### src/rtl/freq_meter_pkg.sv
// Shared types and helpers for the multi-channel frequency meter.
// Optional BCD readout is enabled with the FREQ_METER_BCD_EN macro.
package freq_meter_pkg;

  typedef enum logic {
    IDLE = 1'b0,
    GATE = 1'b1
  } state_e;

  // Decimal divisors applied to the base gate length by gate_sel.
  localparam int DEC_DIV [4] = '{1, 10, 100, 1000};

  // Gate length in clk cycles for a given gate_sel code.
  function automatic int gate_len(input int gate_cycles, input logic [1:0] sel);
    return gate_cycles / DEC_DIV[sel];
  endfunction

  // ceil(cnt_w * log10(2)) using a fixed-point approximation of log10(2).
  function automatic int bcd_digits(input int cnt_w);
    return (cnt_w * 30103 + 99999) / 100000;
  endfunction

endpackage

### src/rtl/freq_bin2bcd.sv
// Sequential double-dabble binary to BCD converter (one bit per cycle).
// Only instantiated when FREQ_METER_BCD_EN is defined.
module freq_bin2bcd
  import freq_meter_pkg::*;
#(
  parameter int CNT_W = 24
) (
  input  logic                            clk,
  input  logic                            rst,
  input  logic                            start,
  input  logic [CNT_W-1:0]                bin,
  output logic [4*bcd_digits(CNT_W)-1:0]  bcd,
  output logic                            valid
);

  localparam int DW = 4 * bcd_digits(CNT_W);
  localparam int CW = $clog2(CNT_W);

  logic [DW-1:0]    acc_q, acc_d, adj;
  logic [CNT_W-1:0] sh_q, sh_d;
  logic [CW-1:0]    cnt_q, cnt_d;
  logic             act_q, act_d;
  logic [DW-1:0]    out_q, out_d;
  logic             valid_q, valid_d;

  assign bcd   = out_q;
  assign valid = valid_q;

  // Add 3 to every digit that is 5 or more before the next shift.
  always_comb begin
    adj = acc_q;
    for (int d = 0; d < DW / 4; d++) begin
      if (adj[4*d +: 4] >= 4'd5) adj[4*d +: 4] = adj[4*d +: 4] + 4'd3;
    end
  end

  // Load performs the first shift, so the result lands CNT_W cycles after start.
  always_comb begin
    acc_d   = acc_q;
    sh_d    = sh_q;
    cnt_d   = cnt_q;
    act_d   = act_q;
    out_d   = out_q;
    valid_d = 1'b0;
    if (start) begin
      acc_d = {{(DW-1){1'b0}}, bin[CNT_W-1]};
      sh_d  = bin << 1;
      cnt_d = CW'(CNT_W - 1);
      act_d = 1'b1;
    end else if (act_q) begin
      acc_d = {adj[DW-2:0], sh_q[CNT_W-1]};
      sh_d  = sh_q << 1;
      cnt_d = cnt_q - CW'(1);
      if (cnt_q == CW'(1)) begin
        act_d   = 1'b0;
        out_d   = acc_d;
        valid_d = 1'b1;
      end
    end
  end

  // Converter registers.
  always_ff @(posedge clk or posedge rst) begin
    if (rst) begin
      acc_q   <= '0;
      sh_q    <= '0;
      cnt_q   <= '0;
      act_q   <= 1'b0;
      out_q   <= '0;
      valid_q <= 1'b0;
    end else begin
      acc_q   <= acc_d;
      sh_q    <= sh_d;
      cnt_q   <= cnt_d;
      act_q   <= act_d;
      out_q   <= out_d;
      valid_q <= valid_d;
    end
  end

endmodule

### src/rtl/freq_edge_counter.sv
// One measurement channel: synchroniser, rising-edge detect,
// saturating edge counter and the latched result/overflow registers.
module freq_edge_counter
  import freq_meter_pkg::*;
#(
  parameter int CNT_W       = 24,
  parameter int SYNC_STAGES = 2
) (
  input  logic             clk,
  input  logic             rst,
  input  logic             wave_in,
  input  logic             clear,
  input  logic             count_en,
  input  logic             terminal,
  output logic [CNT_W-1:0] result,
  output logic             ovf
);

  logic [SYNC_STAGES-1:0] sync_q, sync_d;
  logic                   prev_q, prev_d;
  logic [CNT_W-1:0]       cnt_q, cnt_d;
  logic [CNT_W-1:0]       result_q, result_d;
  logic                   ovf_run_q, ovf_run_d;
  logic                   ovf_q, ovf_d;
  logic                   edge_pulse;
  logic                   cnt_full;

  assign edge_pulse = sync_q[SYNC_STAGES-1] & ~prev_q;
  assign cnt_full   = &cnt_q;
  assign result     = result_q;
  assign ovf        = ovf_q;

  // Synchroniser shift and previous-sample for edge detection.
  always_comb begin
    sync_d = {sync_q[SYNC_STAGES-2:0], wave_in};
    prev_d = sync_q[SYNC_STAGES-1];
  end

  // Saturating edge count; on the terminal cycle the in-flight edge is folded into the result.
  always_comb begin
    cnt_d     = cnt_q;
    ovf_run_d = ovf_run_q;
    result_d  = result_q;
    ovf_d     = ovf_q;
    if (clear) begin
      cnt_d     = '0;
      ovf_run_d = 1'b0;
    end else if (count_en) begin
      if (terminal) begin
        result_d  = cnt_full ? cnt_q : cnt_q + CNT_W'(edge_pulse);
        ovf_d     = ovf_run_q | (cnt_full & edge_pulse);
        cnt_d     = '0;
        ovf_run_d = 1'b0;
      end else if (edge_pulse) begin
        if (cnt_full) ovf_run_d = 1'b1;
        else          cnt_d     = cnt_q + CNT_W'(1);
      end
    end
  end

  // Channel state registers.
  always_ff @(posedge clk or posedge rst) begin
    if (rst) begin
      sync_q    <= '0;
      prev_q    <= 1'b0;
      cnt_q     <= '0;
      result_q  <= '0;
      ovf_run_q <= 1'b0;
      ovf_q     <= 1'b0;
    end else begin
      sync_q    <= sync_d;
      prev_q    <= prev_d;
      cnt_q     <= cnt_d;
      result_q  <= result_d;
      ovf_run_q <= ovf_run_d;
      ovf_q     <= ovf_d;
    end
  end

endmodule

### src/rtl/freq_meter_multi.sv
// Multi-channel frequency meter: shared gate FSM, NUM_CH edge counters,
// readout mux. Define FREQ_METER_BCD_EN to add the rd_bcd/bcd_valid readout.
// Handshake: start is a one-cycle request taken only in IDLE; meas_valid is a
// one-cycle pulse with no back-pressure, results stay stable for a whole window.
module freq_meter_multi
  import freq_meter_pkg::*;
#(
  parameter int NUM_CH      = 4,
  parameter int CNT_W       = 24,
  parameter int GATE_CYCLES = 100_000_000,
  parameter int SYNC_STAGES = 2
) (
  input  logic                                           clk,
  input  logic                                           reset,
  input  logic [NUM_CH-1:0]                              waveform,
  input  logic [1:0]                                     gate_sel,
  input  logic                                           run,
  input  logic                                           start,
  input  logic [((NUM_CH > 1) ? $clog2(NUM_CH) : 1)-1:0] rd_ch,
  output logic [CNT_W-1:0]                               rd_count,
  output logic                                           rd_ovf,
  output logic [1:0]                                     gate_sel_q,
  output logic                                           meas_valid,
  output logic                                           busy,
  output logic                                           dbg_state
`ifdef FREQ_METER_BCD_EN
  ,
  output logic [4*bcd_digits(CNT_W)-1:0]                 rd_bcd,
  output logic                                           bcd_valid
`endif
);

  localparam int GCW = $clog2(GATE_CYCLES);

  state_e                  state_q, state_d;
  logic [GCW-1:0]          gcnt_q, gcnt_d;
  logic [1:0]              gsel_q, gsel_d;
  logic [1:0]              res_gsel_q, res_gsel_d;
  logic                    meas_valid_q, meas_valid_d;
  logic                    clear, terminal, in_gate;
  logic [NUM_CH-1:0][CNT_W-1:0] ch_result;
  logic [NUM_CH-1:0]            ch_ovf;

  // Gate counter reload value (length - 1); all four options are constants.
  function automatic logic [GCW-1:0] gate_load(input logic [1:0] sel);
    logic [GCW-1:0] r;
    case (sel)
      2'd0:    r = GCW'(gate_len(GATE_CYCLES, 2'd0) - 1);
      2'd1:    r = GCW'(gate_len(GATE_CYCLES, 2'd1) - 1);
      2'd2:    r = GCW'(gate_len(GATE_CYCLES, 2'd2) - 1);
      default: r = GCW'(gate_len(GATE_CYCLES, 2'd3) - 1);
    endcase
    return r;
  endfunction

  assign gate_sel_q = res_gsel_q;
  assign meas_valid = meas_valid_q;
  assign busy       = (state_q == GATE);
  assign dbg_state  = (state_q == GATE);

  // Gate FSM: next state, gate counter and window strobes.
  always_comb begin
    state_d      = state_q;
    gcnt_d       = gcnt_q;
    gsel_d       = gsel_q;
    res_gsel_d   = res_gsel_q;
    clear        = 1'b0;
    terminal     = 1'b0;
    in_gate      = 1'b0;
    case (state_q)
      IDLE: begin
        if (run || start) begin
          state_d = GATE;
          gsel_d  = gate_sel;
          gcnt_d  = gate_load(gate_sel);
          clear   = 1'b1;
        end
      end
      GATE: begin
        in_gate = 1'b1;
        if (gcnt_q == '0) begin
          terminal   = 1'b1;
          res_gsel_d = gsel_q;
          if (run) begin
            gsel_d = gate_sel;
            gcnt_d = gate_load(gate_sel);
          end else begin
            state_d = IDLE;
          end
        end else begin
          gcnt_d = gcnt_q - GCW'(1);
        end
      end
      default: state_d = IDLE;
    endcase
    meas_valid_d = terminal;
  end

  // FSM and gate registers.
  always_ff @(posedge clk or posedge reset) begin
    if (reset) begin
      state_q      <= IDLE;
      gcnt_q       <= '0;
      gsel_q       <= '0;
      res_gsel_q   <= '0;
      meas_valid_q <= 1'b0;
    end else begin
      state_q      <= state_d;
      gcnt_q       <= gcnt_d;
      gsel_q       <= gsel_d;
      res_gsel_q   <= res_gsel_d;
      meas_valid_q <= meas_valid_d;
    end
  end

  for (genvar g = 0; g < NUM_CH; g++) begin : g_ch
    freq_edge_counter #(
      .CNT_W      (CNT_W),
      .SYNC_STAGES(SYNC_STAGES)
    ) u_cnt (
      .clk     (clk),
      .rst     (reset),
      .wave_in (waveform[g]),
      .clear   (clear),
      .count_en(in_gate),
      .terminal(terminal),
      .result  (ch_result[g]),
      .ovf     (ch_ovf[g])
    );
  end

  // Readout mux; out-of-range selects read as zero.
  always_comb begin
    rd_count = '0;
    rd_ovf   = 1'b0;
    for (int i = 0; i < NUM_CH; i++) begin
      if (int'(rd_ch) == i) begin
        rd_count = ch_result[i];
        rd_ovf   = ch_ovf[i];
      end
    end
  end

`ifdef FREQ_METER_BCD_EN
  freq_bin2bcd #(.CNT_W(CNT_W)) u_bcd (
    .clk  (clk),
    .rst  (reset),
    .start(meas_valid_q),
    .bin  (rd_count),
    .bcd  (rd_bcd),
    .valid(bcd_valid)
  );
`endif

endmodule

### config.mk
export PLATFORM = sky130hd
export DESIGN_NAME = freq_meter_multi
export DESIGN_NICKNAME = d
export VERILOG_FILES = /design/src/rtl/freq_meter_pkg.sv /design/src/rtl/freq_bin2bcd.sv /design/src/rtl/freq_edge_counter.sv /design/src/rtl/freq_meter_multi.sv
export SDC_FILE = /design/constraint.sdc
export NUM_CORES = 1
export LEC_CHECK = 0
export BUFFER_PORTS_ARGS = -buffer_cell sky130_fd_sc_hd__buf_2
export CORE_UTILIZATION = 60
export CTS_CLUSTER_DIAMETER = 30
export CTS_CLUSTER_SIZE = 16
export DETAILED_ROUTE_END_ITERATION = 6
export PLACE_DENSITY = 0.77
export SYNTH_ARGS = -nofsm -noshare
export SYNTH_HDL_FRONTEND = slang
export SYNTH_SLANG_ARGS = --single-unit
### constraint.sdc
create_clock -name clk -period 12.2 [get_ports clk]
set_input_delay 0.61 -clock clk [delete_from_list [all_inputs] [get_ports clk]]
set_output_delay 0.61 -clock clk [all_outputs]
set_load 0.02 [all_outputs]
* Word-level counts from Yosys, hierarchy flattened
Cells that the tools add are included.
Storage, ports and cells: output and inout port bits 30, flip-flop bits (word level) 245
Operators by class: muxes and demuxes 69, bitwise gates (word level) 18, add/sub/neg operators 9, equality and inequality tests 13, reductions and logical operators 29
Operators by type and width (number):
- 24-bit 2-to-1 mux | 28
- 24-bit by 1-bit adder with 24-bit output | 4
- 24-bit by 1-bit adder with 24-bit output, second input constant | 4
- 24-bit AND reduction | 4
- 27-bit 2-to-1 mux | 3
- 27-bit case mux with 3 select lines | 1
- 27-bit case mux with 2 select lines | 1
- 1-bit 2-to-1 mux | 31
- 3-bit AND reduction | 10
- 27-bit zero test | 1
- 27-bit by 1-bit subtractor with 27-bit output, second input constant | 1
- 3-bit nonzero test | 8
- 3-bit != test, second input constant | 5
- 1-bit bitwise AND | 8
- 2-bit equality test, second input constant | 3
- 2-bit 2-to-1 mux | 3
- 1-bit NOT | 6
- 2-bit by 1-bit equality test with 1-bit output, second input constant | 2
- 2-bit zero test | 2
- 2-bit != test, second input constant | 2
- 1-bit OR | 4
- 2-bit case mux with 2 select lines | 1
- 2-bit AND reduction | 2
- 2-bit by 1-bit != test with 1-bit output, second input constant | 1
- 3 further kinds | 3

* Logic depth before layout (Yosys ltp)
depth after elaboration 6, mapped depth 10, depth with buffers taken out 9

* By module
Synthesis repeated with hierarchy kept, for this count alone.
Second synthesis, totals: cells, all modules 1579, area, all modules 14550.2 um^2
By module, submodules not included:
- freq_edge_counter (g_ch[0].u_cnt ...) | cells each 335, area each 2970.3 um^2, instances 2
- freq_edge_counter (g_ch[3].u_cnt) | cells each 323, area each 2934.1 um^2, instances 1
- freq_edge_counter (g_ch[1].u_cnt) | cells each 320, area each 2920.3 um^2, instances 1
- freq_meter_multi | cells each 266, area each 2755.1 um^2, instances 1

* Worst setup path after synthesis
OpenSTA, ideal clock, no wires.
kind input to output, start in rd_ch[1] in the netlist's numbering, end out rd_count[10], stages 3, path slack 9.445 ns, data arrival time 2.145 ns, required time 11.590 ns, cell sequence clkbuf_1 buf_1 mux4_2
On the way: cells in the longest elaborated chain, start to end 5, elaborated cells on any way between the ends 8, those cells by class eq/ne (3); mux (4); reduce/logical (1)
Ends and longest elaborated chain:
- from (decl) | RTL line freq_meter_multi.sv:19 | input logic [((NUM_CH > 1) ? $clog2(NUM_CH) : 1)-1:0] rd_ch,
- 2-bit zero test | RTL line freq_meter_multi.sv:137 | if (int'(rd_ch) == i) begin
- 24-bit 2-to-1 mux (3 in a row) | RTL line freq_meter_multi.sv:137
- 24-bit 2-to-1 mux * | RTL line freq_meter_multi.sv:137
- to (decl) | RTL line freq_meter_multi.sv:20 | output logic [CNT_W-1:0] rd_count,
Every way passes the cells marked *; elsewhere a longest branch is shown, timed or not.

* Worst setup path after layout
start reg gcnt_q[0], end reg g_ch[1].u_cnt.cnt_q[6]
On the way: cells in the longest elaborated chain, start to end 6, elaborated cells on any way between the ends 9, those cells by class eq/ne (1); mux (5); reduce/logical (3)
Ends and longest elaborated chain:
- from (decl) | RTL line freq_meter_multi.sv:36 | logic [GCW-1:0] gcnt_q, gcnt_d;
- from (signal assigned) | RTL line freq_meter_multi.sv:109 | gcnt_q <= gcnt_d;
- 27-bit zero test * | RTL line freq_meter_multi.sv:81 | if (gcnt_q == '0) begin
- 1-bit 2-to-1 mux * | RTL line freq_meter_multi.sv:81
- 1-bit 2-to-1 mux * | RTL line freq_meter_multi.sv:70 | case (state_q)
- 24-bit 2-to-1 mux | RTL line freq_edge_counter.sv:49 | if (terminal) begin
- 24-bit 2-to-1 mux | RTL line freq_edge_counter.sv:48 | end else if (count_en) begin
- 24-bit 2-to-1 mux | RTL line freq_edge_counter.sv:45 | if (clear) begin
- to (signal assigned) | RTL line freq_edge_counter.sv:73 | cnt_q <= cnt_d;
- to (decl) | RTL line freq_edge_counter.sv:21 | logic [CNT_W-1:0] cnt_q, cnt_d;
Every way passes the cells marked *; elsewhere a longest branch is shown, timed or not. The select of a mux whose other input is x is not followed. A chain may end at the register's enable or synchronous reset.

==> key figures <==
Critical path
  • Nature of the critical path startpoint: flip-flop
  • Chain of cells forming the critical path: inv_1, ha_1, nor4b_2, and4_2, a21oi_2, nor2_4, buf_4, or4_1, nand2_1
  • WP data arrival: 3.67 ns
  • WS Path Type: reg2reg
  • Critical path peak fanout: 64
  • WP buf/inv: 2
  • Top delay family on crit path: simple AND/OR/NAND/NOR gates
  • Crit-path slowest cell: buf_4
  • Crit. End Element: flip-flop
  • CP max stage delay: 0.70 ns
  • Worst endpoint required time: 12.63 ns

CTS
  • Setup bufs post-CTS: 0
  • Cts bufs inserted: 53
  • CTS sink cnt: 245
  • CTS root buf: clkbuf_16
  • CTS tree: done
  • Max H-tree Level: 2
  • Clk_lat worst skew: 0.56 ns
  • Clock Path Buffers: 3
  • Hold-fix buffers, CTS: 0
  • Clk slew on worst S/H paths: 0.05 ns
  • Post-CTS Resized: 0

STA
  • Fin Clk Skew: 0.0194 ns
  • Worst-Margin Slew: 1.14 ns
  • Final Hold Viols: 0
  • Hold_ws: 0.163 ns
  • TNS Setup: 0 ns
  • Fin crit share: 26.6%
  • Rel. slew slack: 23.8%
  • Fmax: 308 MHz
  • Final count of pins violating max slew: 0
  • Final Critical Period: 3.24 ns
  • Final setup viols: 0
  • Unrepaired setup endpoints after global routing: no

Final layout
  • Area growth syn-to-layout: 15.2%
  • Layout Cells excl Fill: 1797
  • Most common cell after layout, fill and taps aside: dfrtp_1
  • Layout cell share with drive strength beyond 1: 13.7%
  • Fill cells: 1604
  • Commonest non-fill, non-tap cells in the layout: dfrtp_1 (245), nand2_1 (191), o21ai_0 (120)
  • Multi-input gate area: 7000 um2
  • FF+latch area: 6130 um2
  • Util after Layout: 71.2%
  • Final net count: 1504
  • Finished Cell Area: 15700 um2

Yosys
  • Synth top area cells: dfrtp_1 (45%), nand2_1 (5.3%), xor2_1 (5.1%)
  • Post-synth top area cell: dfrtp_1
  • Share of the synthesized area in the top cell type: 44.9%
  • Most used DFF post-synth: dfrtp_1
  • Register area share after synthesis: 44.9%
  • Post-synth EDFFs: 0
  • Yosys warnings: 0
  • Post-Syn Area: 13700 um2
  • Async SR Flop Fraction: 100%
  • Syn avg cell area: 9.31 um2
  • Yosys reg bits: 245
  • Distinct cells, synth: 70
  • Cells after synthesis: 1467
  • Syn Nets: 1500

GRT
  • Most Crowded Layer GR: met2
  • Gr usage total: 31.6%
  • Largest net degree at the start of global routing: 139
  • Grt total ovfl: 0
  • Met3 usage: 5.61%
  • Met1 track demand over resource: 44.6%
  • First-pass GRT wire length: 58900 um
  • Met2 GRT Util: 48.4%
  • Vias in the first global route: 11159
  • Initial antenna violation count: 2

Pwr
  • Leakage: 0.00653 uW
  • Peak supply drop: 190 uV
  • Power density over the cells: 174 nW/um2

Status
  • Outcome: finished, final reports clean

Placement
  • PortBufs: 41
  • Final GP Congestion: 0.980
  • Placement Cell Area: 13800 um2
  • Placed Instances: 1696
  • DP HPWL: 23400 um

Detailed routing
  • Detailed Route Iter0 Violations: 1114
  • Via count of the routed design: 11472
  • WL final: 35700 um
  • Pre-antenna DRT Iters: 5
  • WL per Instance: 19.9 um
  • Remaining DRCs: 0
  • Remaining antenna violation count after routing: 0
  • Vias per inst: 6.38

Floorplanning
  • Core Rows: 54
  • Die Span Y: 153 um
  • Core ar.: 22100 um2
  • Starting density of the core: 61.8%
  • Die width: 153 um
  • IO Pins: 42
  • Die area: 23400 um2

Hold path
  • Min-Delay Path Class: in2reg

Run
  • MaxCap Viol Count: 0
## report_power, final
group | total (uW) | internal (uW) | switching, uW
registers | 994 | 875 | 119
clock network | 1500 | 999 | 502
logic | 235 | 92.6 | 143
total | 2730 | 1970 | 764
## final cells by class
cell class	count	share of cell area [%]
antenna	1	0.0159
clock buffer	60	8.79
clock inverter	40	3.24
inverter	21	0.549
multi-input combinational	1100	44.5
sequential	245	39.0
tap	280	2.23
timing repair buffer	50	1.73
## per-layer routing
metal / vias up / part of all wire, %
met5: - / 0.028
met4: 2 / 3.5
met3: 96 / 8.3
met2: 538 / 46
met1: 5568 / 42
li1: 5268 / -
## state kept, by name (all words and copies together), names as in the netlist
register	flops
busy	1
g_ch.u_cnt.cnt_q	96
g_ch.u_cnt.ovf	4
g_ch.u_cnt.ovf_run_q	4
g_ch.u_cnt.prev_q	4
g_ch.u_cnt.result	96
g_ch.u_cnt.sync_q	8
gate_sel_q	2
gcnt_q	27
gsel_q	2
meas_valid	1
## Yosys cell counts (3+ instances only)
cell type and count:
nor4_1 18, nand2b_1 8, o21ai_0 121, nand2_1 191
and4_1 16, buf_2 47, ha_1 21, or3_1 24
buf_6 3, nor4_4 4, o21ai_1 10, or2_2 6
a311oi_1 10, nor2_1 119, and3_1 20, a31oi_1 14
nor3_1 52, a21oi_1 52, xnor2_1 68, nand3_2 4
and2_1 10, mux2i_1 3, clkbuf_1 44, o31ai_1 11
o211ai_1 7, dfrtp_1 245, or4_1 12, nand4_1 53
a211oi_1 4, inv_1 19, nand3_1 84, xor2_1 79
o41ai_1 4, mux4_2 25, buf_4 3, nor3b_1 5
nor2b_1 8
## worst paths after layout
kind,from,endpoint,slack (ns),cells past startpoint
worst max-delay path,gcnt_q[0]$_DFFE_PP0P_,g_ch[1].u_cnt.cnt_q[6]$_DFFE_PP0P_,8.96,9
worst min-delay path,waveform[1],g_ch[1].u_cnt.sync_q[0]$_DFF_PP0_,0.16,1
worst max register to register,gcnt_q[0]$_DFFE_PP0P_,g_ch[1].u_cnt.cnt_q[6]$_DFFE_PP0P_,8.96,9
worst min register to register,g_ch[2].u_cnt.sync_q[0]$_DFF_PP0_,g_ch[2].u_cnt.sync_q[1]$_DFF_PP0_,0.35,0
max in group asynchronous,reset,g_ch[0].u_cnt.cnt_q[8]$_DFFE_PP0P_,9.73,4
min in group asynchronous,reset,g_ch[0].u_cnt.sync_q[0]$_DFF_PP0_,0.17,2
## through the flow
stage / power (uW) / setup WS (ns)
final: 2730 / 8.96
after global routing: 2820 / 8.74
after CTS: 2740 / 9.00
after detailed placement: 1230 / 9.04
after global placement: 1220 / 9.09
after floorplan: 1160 / 4.86
## cells by family after synthesis
| family | after synthesis | share of synthesized area, % |
|---|---|---|
| simple gates | 649 | 24.3 |
| flops | 245 | 44.9 |
| buf+inv | 122 | 4.05 |
| xor+xnor | 147 | 9.43 |
| mux | 28 | 4.34 |
| fa+ha+maj | 21 | 1.92 |
| compound gates | 255 | 11.1 |
No activity file was read; power rests on OpenSTA's default activity.
